[config.mk]
export PLATFORM = sky130hd
export DESIGN_NAME = pipe_hazard_ctrl
export DESIGN_NICKNAME = d
export VERILOG_FILES = /design/src/rtl/pipe_pkg.sv /design/src/rtl/fwd_mux.sv /design/src/rtl/pipe_hazard_ctrl.sv
export SDC_FILE = /design/constraint.sdc
export NUM_CORES = 1
export LEC_CHECK = 0
export ABC_CLOCK_PERIOD_IN_PS = 5000
export BUFFER_PORTS_ARGS = -buffer_cell sky130_fd_sc_hd__buf_2
export CAP_MARGIN = 20
export CORE_ASPECT_RATIO = 1.1
export CORE_UTILIZATION = 40
export CTS_CLUSTER_DIAMETER = 150
export CTS_CLUSTER_SIZE = 10
export DETAILED_ROUTE_END_ITERATION = 10
export GPL_TIMING_DRIVEN = 0
export PLACE_DENSITY = 0.86
export SETUP_SLACK_MARGIN = 0.2
export SLEW_MARGIN = 15
export SYNTH_ARGS = -nofsm -noshare
export SYNTH_HDL_FRONTEND = slang
export SYNTH_SLANG_ARGS = --single-unit
[constraint.sdc]
create_clock -name clkwire -period 5 [get_ports clkwire]
set_input_delay 0.5 -clock clkwire [delete_from_list [all_inputs] [get_ports clkwire]]
set_output_delay 0.5 -clock clkwire [all_outputs]
set_load 0.05 [all_outputs]
[src/rtl/pipe_pkg.sv]
// Shared constants and encodings for the pipeline hazard/forwarding controller.
package pipe_pkg;

    localparam int DATA_W_DEF    = 16;
    localparam int RIDX_W_DEF    = 4;
    localparam int OPC_W_DEF     = 4;
    localparam int DRAIN_CYC_DEF = 4;
    localparam int CNT_W_DEF     = 16;

    localparam logic [3:0] HALT_OPC = 4'b1110;

    // Operand source selected for the ID/EX register
    typedef enum logic [1:0] {
        FWD_RF  = 2'b00,
        FWD_EX  = 2'b01,
        FWD_MEM = 2'b10,
        FWD_WB  = 2'b11
    } fwd_sel_e;

    // Halt sequencing states
    typedef enum logic [1:0] {
        ST_RUN    = 2'b00,
        ST_DRAIN  = 2'b01,
        ST_HALTED = 2'b10
    } hz_state_e;

endpackage

[src/rtl/fwd_mux.sv]
// Single-operand priority forwarding unit: youngest producer wins, index 0 never forwards.
module fwd_mux
    import pipe_pkg::*;
#(
    parameter int DATA_W = 16,
    parameter int RIDX_W = 4
) (
    input  logic [RIDX_W-1:0] src_i,
    input  logic [RIDX_W-1:0] ex_dest_i,
    input  logic [RIDX_W-1:0] mem_dest_i,
    input  logic [RIDX_W-1:0] wb_dest_i,
    input  logic              ex_wen_i,
    input  logic              mem_wen_i,
    input  logic              wb_wen_i,
    input  logic              ex_is_load_i,
    input  logic [DATA_W-1:0] ex_data_i,
    input  logic [DATA_W-1:0] mem_data_i,
    input  logic [DATA_W-1:0] wb_data_i,
    input  logic [DATA_W-1:0] rf_data_i,
    output logic [1:0]        sel_o,
    output logic [DATA_W-1:0] data_o
);

    fwd_sel_e sel;

    // Pick the youngest matching producer; a load in EX has no data yet, so it is skipped
    always_comb begin
        sel = FWD_RF;
        if (src_i != '0) begin
            if (ex_wen_i && (ex_dest_i == src_i) && !ex_is_load_i) begin
                sel = FWD_EX;
            end else if (mem_wen_i && (mem_dest_i == src_i)) begin
                sel = FWD_MEM;
            end else if (wb_wen_i && (wb_dest_i == src_i)) begin
                sel = FWD_WB;
            end
        end
    end

    // Operand mux follows the select
    always_comb begin
        data_o = rf_data_i;
        case (sel)
            FWD_EX:  data_o = ex_data_i;
            FWD_MEM: data_o = mem_data_i;
            FWD_WB:  data_o = wb_data_i;
            default: data_o = rf_data_i;
        endcase
    end

    assign sel_o = sel;

endmodule

[src/rtl/pipe_hazard_ctrl.sv]
// Hazard, forwarding and halt-drain controller for the IF/ID/EX/MEM/WB pipeline.
//
// state     | meaning
// ----------+-----------------------------------------------------------
// ST_RUN    | normal issue; forwarding and load-use stalls active
// ST_DRAIN  | halt held in IF while older instructions retire
// ST_HALTED | pipeline empty; everything frozen until reset
module pipe_hazard_ctrl #(
    parameter int                    DATA_W    = pipe_pkg::DATA_W_DEF,
    parameter int                    RIDX_W    = pipe_pkg::RIDX_W_DEF,
    parameter int                    OPC_W     = pipe_pkg::OPC_W_DEF,
    parameter logic [OPC_W-1:0]      HALT_OPC  = pipe_pkg::HALT_OPC,
    parameter int                    DRAIN_CYC = pipe_pkg::DRAIN_CYC_DEF,
    parameter int                    CNT_W     = pipe_pkg::CNT_W_DEF
) (
    input  logic              clkwire,
    input  logic              rst,
    input  logic [OPC_W-1:0]  if_opcode,
    input  logic [RIDX_W-1:0] id_src1,
    input  logic [RIDX_W-1:0] id_src2,
    input  logic [RIDX_W-1:0] ex_dest,
    input  logic [RIDX_W-1:0] mem_dest,
    input  logic [RIDX_W-1:0] wb_dest,
    input  logic              ex_wen,
    input  logic              mem_wen,
    input  logic              wb_wen,
    input  logic              ex_is_load,
    input  logic [DATA_W-1:0] ex_alu,
    input  logic [DATA_W-1:0] mem_wdata,
    input  logic [DATA_W-1:0] wb_wdata,
    input  logic [DATA_W-1:0] rf_data1,
    input  logic [DATA_W-1:0] rf_data2,
    input  logic              ex_jump_taken,
    output logic [DATA_W-1:0] op1_out,
    output logic [DATA_W-1:0] op2_out,
    output logic [1:0]        fwd_sel1,
    output logic [1:0]        fwd_sel2,
    output logic              stall_if,
    output logic              stall_id,
    output logic              bubble_ex,
    output logic              flush_if,
    output logic              flush_id,
    output logic              halted,
    output logic [CNT_W-1:0]  stall_cnt,
    output logic [CNT_W-1:0]  flush_cnt
);

    import pipe_pkg::*;

    // Drain counter only needs to hold DRAIN_CYC-1
    localparam int DCW = (DRAIN_CYC > 1) ? $clog2(DRAIN_CYC) : 1;
    localparam logic [DCW-1:0] DRAIN_LOAD = DCW'(DRAIN_CYC - 1);

    hz_state_e        state_q, state_d;
    logic [DCW-1:0]   drain_q, drain_d;
    logic [CNT_W-1:0] stall_cnt_q, stall_cnt_d;
    logic [CNT_W-1:0] flush_cnt_q, flush_cnt_d;
    logic             load_use;
    logic             count_stall;

    fwd_mux #(.DATA_W(DATA_W), .RIDX_W(RIDX_W)) u_fwd1 (
        .src_i        (id_src1),
        .ex_dest_i    (ex_dest),
        .mem_dest_i   (mem_dest),
        .wb_dest_i    (wb_dest),
        .ex_wen_i     (ex_wen),
        .mem_wen_i    (mem_wen),
        .wb_wen_i     (wb_wen),
        .ex_is_load_i (ex_is_load),
        .ex_data_i    (ex_alu),
        .mem_data_i   (mem_wdata),
        .wb_data_i    (wb_wdata),
        .rf_data_i    (rf_data1),
        .sel_o        (fwd_sel1),
        .data_o       (op1_out)
    );

    fwd_mux #(.DATA_W(DATA_W), .RIDX_W(RIDX_W)) u_fwd2 (
        .src_i        (id_src2),
        .ex_dest_i    (ex_dest),
        .mem_dest_i   (mem_dest),
        .wb_dest_i    (wb_dest),
        .ex_wen_i     (ex_wen),
        .mem_wen_i    (mem_wen),
        .wb_wen_i     (wb_wen),
        .ex_is_load_i (ex_is_load),
        .ex_data_i    (ex_alu),
        .mem_data_i   (mem_wdata),
        .wb_data_i    (wb_wdata),
        .rf_data_i    (rf_data2),
        .sel_o        (fwd_sel2),
        .data_o       (op2_out)
    );

    // A load in EX whose destination feeds the instruction in ID
    assign load_use = ex_is_load && ex_wen && (ex_dest != '0) &&
                      ((ex_dest == id_src1) || (ex_dest == id_src2));

    // Next state, drain countdown and pipeline control; a taken jump overrides any stall
    always_comb begin
        state_d     = state_q;
        drain_d     = drain_q;
        stall_if    = 1'b0;
        stall_id    = 1'b0;
        bubble_ex   = 1'b0;
        halted      = 1'b0;
        flush_if    = ex_jump_taken;
        flush_id    = ex_jump_taken;
        count_stall = 1'b0;
        case (state_q)
            ST_RUN: begin
                if (!ex_jump_taken) begin
                    stall_if    = load_use;
                    stall_id    = load_use;
                    bubble_ex   = load_use;
                    count_stall = load_use;
                    if (if_opcode == HALT_OPC) begin
                        state_d = ST_DRAIN;
                        drain_d = DRAIN_LOAD;
                    end
                end
            end
            ST_DRAIN: begin
                if (ex_jump_taken) begin
                    // halt was on a mispredicted path
                    state_d = ST_RUN;
                    drain_d = '0;
                end else begin
                    stall_if    = 1'b1;
                    stall_id    = load_use;
                    bubble_ex   = load_use;
                    count_stall = load_use;
                    if (drain_q == '0) begin
                        state_d = ST_HALTED;
                    end else begin
                        drain_d = drain_q - 1'b1;
                    end
                end
            end
            ST_HALTED: begin
                halted    = 1'b1;
                stall_if  = 1'b1;
                stall_id  = 1'b1;
                bubble_ex = 1'b1;
            end
            default: begin
                state_d = ST_RUN;
                drain_d = '0;
            end
        endcase
    end

    // Saturating debug counters
    always_comb begin
        stall_cnt_d = stall_cnt_q;
        flush_cnt_d = flush_cnt_q;
        if (count_stall && (stall_cnt_q != '1)) begin
            stall_cnt_d = stall_cnt_q + 1'b1;
        end
        if (ex_jump_taken && (flush_cnt_q != '1)) begin
            flush_cnt_d = flush_cnt_q + 1'b1;
        end
    end

    // State and counter registers with synchronous reset
    always_ff @(posedge clkwire) begin
        if (rst) begin
            state_q     <= ST_RUN;
            drain_q     <= '0;
            stall_cnt_q <= '0;
            flush_cnt_q <= '0;
        end else begin
            state_q     <= state_d;
            drain_q     <= drain_d;
            stall_cnt_q <= stall_cnt_d;
            flush_cnt_q <= flush_cnt_d;
        end
    end

    assign stall_cnt = stall_cnt_q;
    assign flush_cnt = flush_cnt_q;

endmodule

# ---- Word level (Yosys, flattened, before mapping)
# Cells that the tools add are included.
# Widths: inputs -> output; s select.
dict set report totals {
  out_inout_bits 74
  in_bits 111
  reg_bits 36
}
dict set report classes {
  n_addsub 3
  eq_ne 21
  n_reduce_logical 23
  mux 26
  bitwise_logic 1
}
# cell n
set op_table {}
lappend op_table {{$pmux 16 s3} 2}
lappend op_table {{$add 16x1->16 const B} 2}
lappend op_table {{$mux 2} 16}
lappend op_table {{$ne 16x16->1 const B} 2}
lappend op_table {{$eq 4x4->1} 6}
lappend op_table {{$logic_and 1x1->1} 13}
lappend op_table {{$pmux 2 s3} 2}
lappend op_table {{$reduce_bool 4->1} 3}
lappend op_table {{$eq 2x2->1 const B} 5}
lappend op_table {{$reduce_and 4->1} 2}
lappend op_table {{$eq 2x1->1 const B} 3}
lappend op_table {{$ne 3x3->1 const B} 2}
lappend op_table {{$eq 4x4->1 const B} 1}
lappend op_table {{$logic_not 2->1} 2}
lappend op_table {{$mux 1} 4}
lappend op_table {{$ne 2x2->1 const B} 2}
lappend op_table {{$pmux 1 s3} 1}
lappend op_table {{$pmux 1 s2} 1}
lappend op_table {{$reduce_or 2->1} 1}
lappend op_table {{$sub 2x1->2 const B} 1}
lappend op_table {{$logic_not 1->1} 1}
lappend op_table {{$logic_or 1x1->1} 1}
lappend op_table {{$not 1->1} 1}

# ---- Depth between registers and ports, before layout
dict set report logic_depth {
  word_depth 8
  depth_mapped 8
  depth_no_buf 7
}

# ---- By module
# Synthesis repeated with hierarchy kept, for this count alone.
dict set report hier_totals {
  hier_cells 449
  area_unflattened_um2 3838.7
}
# mod seq_area_each_um2 cells_each area_each_um2 instances
set by_module_without_submodules {}
lappend by_module_without_submodules {pipe_hazard_ctrl 720.7 241 2026.9 1}
lappend by_module_without_submodules {fwd_mux 0.0 104 905.9 2}

# ---- Least setup slack after synthesis
# No wires, ideal clock.
dict set report synth_timing {
  path_kind {input-to-output}
  from {input port mem_dest[2]}
  to {output port op1_out[4]}
  arrival_ns 2.978
  stages 6
  t_required_ns 4.500
  setup_slack_ns 1.522
  n_path_buf 0
  path_cell_list {xor2_1 -> nor3_1 -> nand3_1 -> nand2_1 -> a21oi_1 -> o311ai_1}
}
dict set report synth_via {
  elab_chain_cells 7
}
# element line_no
set synth_rtl {}
lappend synth_rtl {{from (decl)} pipe_hazard_ctrl.sv:22} ;# input logic [RIDX_W-1:0] mem_dest,
lappend synth_rtl {{$eq 4x4->1 (*)} fwd_mux.sv:32} ;# end else if (mem_wen_i && (mem_dest_i == src_i)) begin
lappend synth_rtl {{$logic_and 1x1->1 (*)} fwd_mux.sv:32}
lappend synth_rtl {{$mux 2 (*)} fwd_mux.sv:32}
lappend synth_rtl {{$mux 2 (*)} fwd_mux.sv:30} ;# if (ex_wen_i && (ex_dest_i == src_i) && !ex_is_load_i) begin
lappend synth_rtl {{$mux 2 (*)} fwd_mux.sv:29} ;# if (src_i != '0) begin
lappend synth_rtl {{net fwd_sel1[0]} pipe_hazard_ctrl.sv:36} ;# output logic [1:0] fwd_sel1,
lappend synth_rtl {{$eq 2x2->1 or $eq 2x1->1 (tied branches)} fwd_mux.sv:43} ;# case (sel)
lappend synth_rtl {{$pmux 16 s3 (*)} fwd_mux.sv:43}
lappend synth_rtl {{to (decl)} pipe_hazard_ctrl.sv:34} ;# output logic [DATA_W-1:0] op1_out,
# The timed path passes the listed nets; every way through them passes the cells marked *.

# ---- Final worst setup path
dict set report layout_timing {
  from {input port id_src1[2]}
  to {output port op1_out[7]}
}
dict set report layout_via {
  elab_chain_cells 8
}
# element line_no
set layout_rtl {}
lappend layout_rtl {{from (decl)} pipe_hazard_ctrl.sv:19} ;# input logic [RIDX_W-1:0] id_src1,
lappend layout_rtl {{$eq 4x4->1} fwd_mux.sv:34} ;# end else if (wb_wen_i && (wb_dest_i == src_i)) begin
lappend layout_rtl {{$logic_and 1x1->1} fwd_mux.sv:34}
lappend layout_rtl {{$mux 2} fwd_mux.sv:34}
lappend layout_rtl {{$mux 2} fwd_mux.sv:32}
lappend layout_rtl {{$mux 2} fwd_mux.sv:30}
lappend layout_rtl {{$mux 2 (*)} fwd_mux.sv:29}
lappend layout_rtl {{$eq 2x2->1 or $eq 2x1->1 (tied branches)} fwd_mux.sv:43}
lappend layout_rtl {{$pmux 16 s3 (*)} fwd_mux.sv:43}
# Mark *: on every way between the ends. The rest lies on a longest branch, timed or not.

==> flow_summary.rst <==
.. list-table::
   :header-rows: 1

   * - Metric
     - Value
   * - Final-layout setup total negative slack
     - 0 ps
   * - Power spent charging and discharging nets
     - 0.334 mW
   * - Rel. slew slack
     - 31.0%
   * - Power per standard cell area
     - 210 nW/um^2
   * - Post-CTS setup buffers
     - 0
   * - Total routing usage reported by global routing
     - 25.3%
   * - Hold Crit Depth
     - 2
   * - Antenna viol nets, final
     - 0
   * - Row cnt
     - 33
   * - Final critical-path required period
     - 3380 ps
   * - Antenna diode count
     - 0
   * - Clock root buffer master
     - sky130_fd_sc_hd__clkbuf_8
   * - Resized Gates After CTS
     - 0
   * - Number of buffers added by the clock tree synthesis step
     - 5
   * - Overall via count from detail_route
     - 4065
   * - Count of final max-slew check failures
     - 0
   * - Part of the total power dissipated in sequential elements
     - 32.2%
   * - Cells after synthesis
     - 428
   * - Worst supply voltage drop on vdd
     - 0.174 mV
   * - Top cell type's share of synthesized area
     - 23.0%
   * - Starting density of the core
     - 41.7%
   * - Clock sinks
     - 36
   * - Maximum number of pins on one net before global-route repair
     - 12
   * - Pre-CTS setup slack
     - 1650 ps
   * - # setup viols final
     - 0
   * - Unrepaired setup endpoints after global routing
     - no
   * - Area of the placeable core
     - 7510 um^2
   * - DRT Pass-1 Iters
     - 5
   * - Length in cells of the worst reg-to-reg path
     - 8
   * - Clock Power Share
     - 30.9%
   * - Clk_skew
     - 8.20 ps
   * - Via count of the first global-routing pass
     - 3665
   * - Cell types with the largest area share after synthesis
     - sky130_fd_sc_hd__dfxtp_1 (23%), sky130_fd_sc_hd__a21oi_1 (7.3%), sky130_fd_sc_hd__nor2_1 (7.3%)
   * - Wire length per cell
     - 15.1 um
   * - Area of the mapped netlist
     - 3130 um^2
   * - Slew of the pin with the lowest slew margin
     - 1030 ps
   * - Number of synthesized flops with an enable pin
     - 0
   * - Share of total power in combinational logic
     - 36.9%
   * - Commonest register cell after synthesis
     - sky130_fd_sc_hd__dfxtp_1
   * - Maximum clock rate
     - 0.296 GHz
   * - Chip height
     - 94.8 um
   * - Ratio of routed vias to standard cells
     - 5.61
   * - Crit Path Max Fanout
     - 10
   * - Number of nets in the finished design
     - 732
   * - Proportion of synthesized chip area in sequential cells
     - 23.0%
   * - Die W
     - 86.4 um
   * - Half-perimeter wire length of the detailed placement result
     - 8.75 mm
   * - Initial DRC Count
     - 259
   * - Switching portion of total power
     - 36.8%
   * - Clock Tree Buf Depth
     - 2
   * - CTS tree
     - yes
   * - Count leader, synth
     - sky130_fd_sc_hd__nor2_1
   * - Last weighted congestion value of the routability-driven placer
     - 0.921
   * - Synthesized area per cell
     - 7.32 um^2
   * - Worst min-delay path category
     - reg -> reg
   * - H-tree lvl count
     - 2
   * - Share of cells above drive strength 1
     - 36.8%
   * - Maximum Capacitance Violations
     - 0
   * - WS Path Type
     - in -> out
   * - Net count after synthesis
     - 542
   * - Required time of the critical path
     - 4500 ps
   * - Port Buffers
     - 183
   * - Startpoint type of the worst setup path
     - primary input
   * - Final Routed Wirelength
     - 10.9 mm
   * - Async set-or-reset flop fraction in the synthesized netlist
     - 0%
   * - Global-route wire length before repair
     - 16.5 mm
   * - Reg clk slew, reported paths
     - 60 ps
   * - Run status
     - complete, no violations
   * - CP Capture Type
     - primary output
   * - Library cells used by synthesis
     - 47
   * - Count of unresolved DRC violations after routing
     - 0
   * - Yosys top cell by area
     - sky130_fd_sc_hd__dfxtp_1
   * - Number of register bits inferred by synthesis
     - 36
   * - Portion of the clock cycle consumed by the worst path in the final layout
     - 67.6%
   * - Die outline area
     - 8190 um^2
   * - Final count of hold timing violations
     - 0
   * - I/O pin count
     - 185
   * - Arrival time worst endpoint
     - 2880 ps
   * - Insertion delay to the later sink of the worst-skew pair
     - 290 ps
   * - GRT Residual Overflow
     - 0
   * - Internal
     - 0.572 mW
   * - Static Leak
     - 1.97 nW
   * - Ys Warns
     - 0
   * - Hold buffers post-CTS
     - 0
   * - Initial antenna violation count
     - 0
   * - Worst Setup Slack, final
     - 1620 ps
   * - Most frequent cells after synthesis
     - sky130_fd_sc_hd__nor2_1 (61), sky130_fd_sc_hd__a21oi_1 (46), sky130_fd_sc_hd__dfxtp_1 (36)
   * - Area growth from synthesis to final layout
     - 37.4%
## power by group through the flow
stage	Combinational [mW]	Clock [mW]	Sequential [mW]
global placement	0.326	0	0.298
floorplan	0.214	0	0.305
finish	0.334	0.280	0.292
CTS	0.331	0.284	0.292
detailed placement	0.331	0	0.299
global route	0.354	0.296	0.292
## final cells by class
class	instances	area, um^2
repair buffers	183	916
multi-input cells	341	2200
clock buffers	7	96.3
inverters	23	86.3
fillers	733	3210
well taps	105	131
clock inverters	1	30.0
flip-flops and latches	36	721
plain buffers	28	131
## cell families (layout without fill, tap and decap cells)
kind of cell / Yosys count / after routing / synth area share (%)
AOI/OAI and AO/OA: 123 / 123 / 28.1
xor gates and xnor gates: 50 / 50 / 14.0
adders and majority gates: 3 / 3 / 1.20
buffers and inverters: 51 / 242 / 6.95
DFF: 36 / 36 / 23.0
muxes: 1 / 1 / 0.319
and+or+nand+nor: 164 / 164 / 26.4
## sequential cells by signal, indices dropped and copies added (netlist names)
signal	flops
drain_q	2
flush_cnt	16
stall_cnt	16
state_q	2
## cell usage in the layout (no fill, tap or decap), drive strengths merged
| cell | synthesis | final |
|---|---|---|
| o21ai | 9 | 9 |
| or2 | 4 | 4 |
| or3 | 3 | 3 |
| nor3 | 20 | 20 |
| ha | 3 | 3 |
| nor4 | 5 | 5 |
| a21oi | 46 | 46 |
| o221ai | 21 | 21 |
| o311ai | 1 | 1 |
| inv | 23 | 23 |
| a211oi | 1 | 1 |
| nand3 | 25 | 25 |
| buf | 14 | 197 |
| a22oi | 10 | 10 |
| nor2 | 63 | 63 |
| a221oi | 2 | 2 |
| a2bb2oi | 15 | 15 |
| o211a | 1 | 1 |
| a41oi | 1 | 1 |
| bufinv | 0 | 1 |
| o311a | 1 | 1 |
| or4 | 2 | 2 |
| nand4 | 15 | 15 |
| o21ba | 1 | 1 |
| o211ai | 1 | 1 |
| dfxtp | 36 | 36 |
| a21o | 2 | 2 |
| xor2 | 25 | 25 |
| clkbuf | 14 | 21 |
| nand2 | 15 | 15 |
| nand2b | 2 | 2 |
| nor2b | 2 | 2 |
| xnor2 | 25 | 25 |
| nand4b | 1 | 1 |
| a31o | 10 | 10 |
| and3 | 6 | 6 |
| mux2i | 1 | 1 |
| a31oi | 1 | 1 |
| nor3b | 1 | 1 |
## final timing paths
kind / start / to / slack [ps]
max: id_src1[2] / op1_out[7] / 1620
min: drain_q[1]$_SDFFE_PP0P_ / drain_q[1]$_SDFFE_PP0P_ / 500
max reg2reg: stall_cnt[0]$_SDFFE_PP0P_ / stall_cnt[5]$_SDFFE_PP0P_ / 3070
min reg2reg: drain_q[1]$_SDFFE_PP0P_ / drain_q[1]$_SDFFE_PP0P_ / 500
## per-layer routing
| metal | global-route usage, % | part of all wire, % | vias to the layer above |
|---|---|---|---|
| met5 | 0 | 0 | - |
| met4 | 9.03 | 1.6 | 0 |
| met3 | 3.85 | 7.1 | 17 |
| met2 | 44.8 | 50 | 205 |
| met1 | 30.9 | 41 | 1903 |
| li1 | - | - | 1940 |
## stage by stage
| stage | power [mW] | util, % | cells | hold slack, ps | instance area [um^2] |
|---|---|---|---|---|---|
| detailed placement | 0.629 | 55.6 | 716 | 487 | 4180 |
| global placement | 0.624 | 55.6 | 716 | 470 | 4180 |
| finish | 0.906 | 57.3 | 724 | 498 | 4310 |
| CTS | 0.908 | 57.3 | 724 | 497 | 4310 |
| floorplan | 0.518 | - | 428 | 456 | 3130 |
| global route | 0.943 | 57.3 | 724 | 545 | 4310 |
## critical path, cell delays in order
cell,delay (ps)
sky130_fd_sc_hd__buf_2,140
sky130_fd_sc_hd__xor2_1,140
sky130_fd_sc_hd__nor3_1,320
sky130_fd_sc_hd__nand3_1,390
sky130_fd_sc_hd__nand2_1,370
sky130_fd_sc_hd__buf_2,290
sky130_fd_sc_hd__o221ai_1,150
sky130_fd_sc_hd__a2bb2oi_1,260
sky130_fd_sc_hd__buf_2,310
Note: power is estimated with default switching activity, not from simulation.
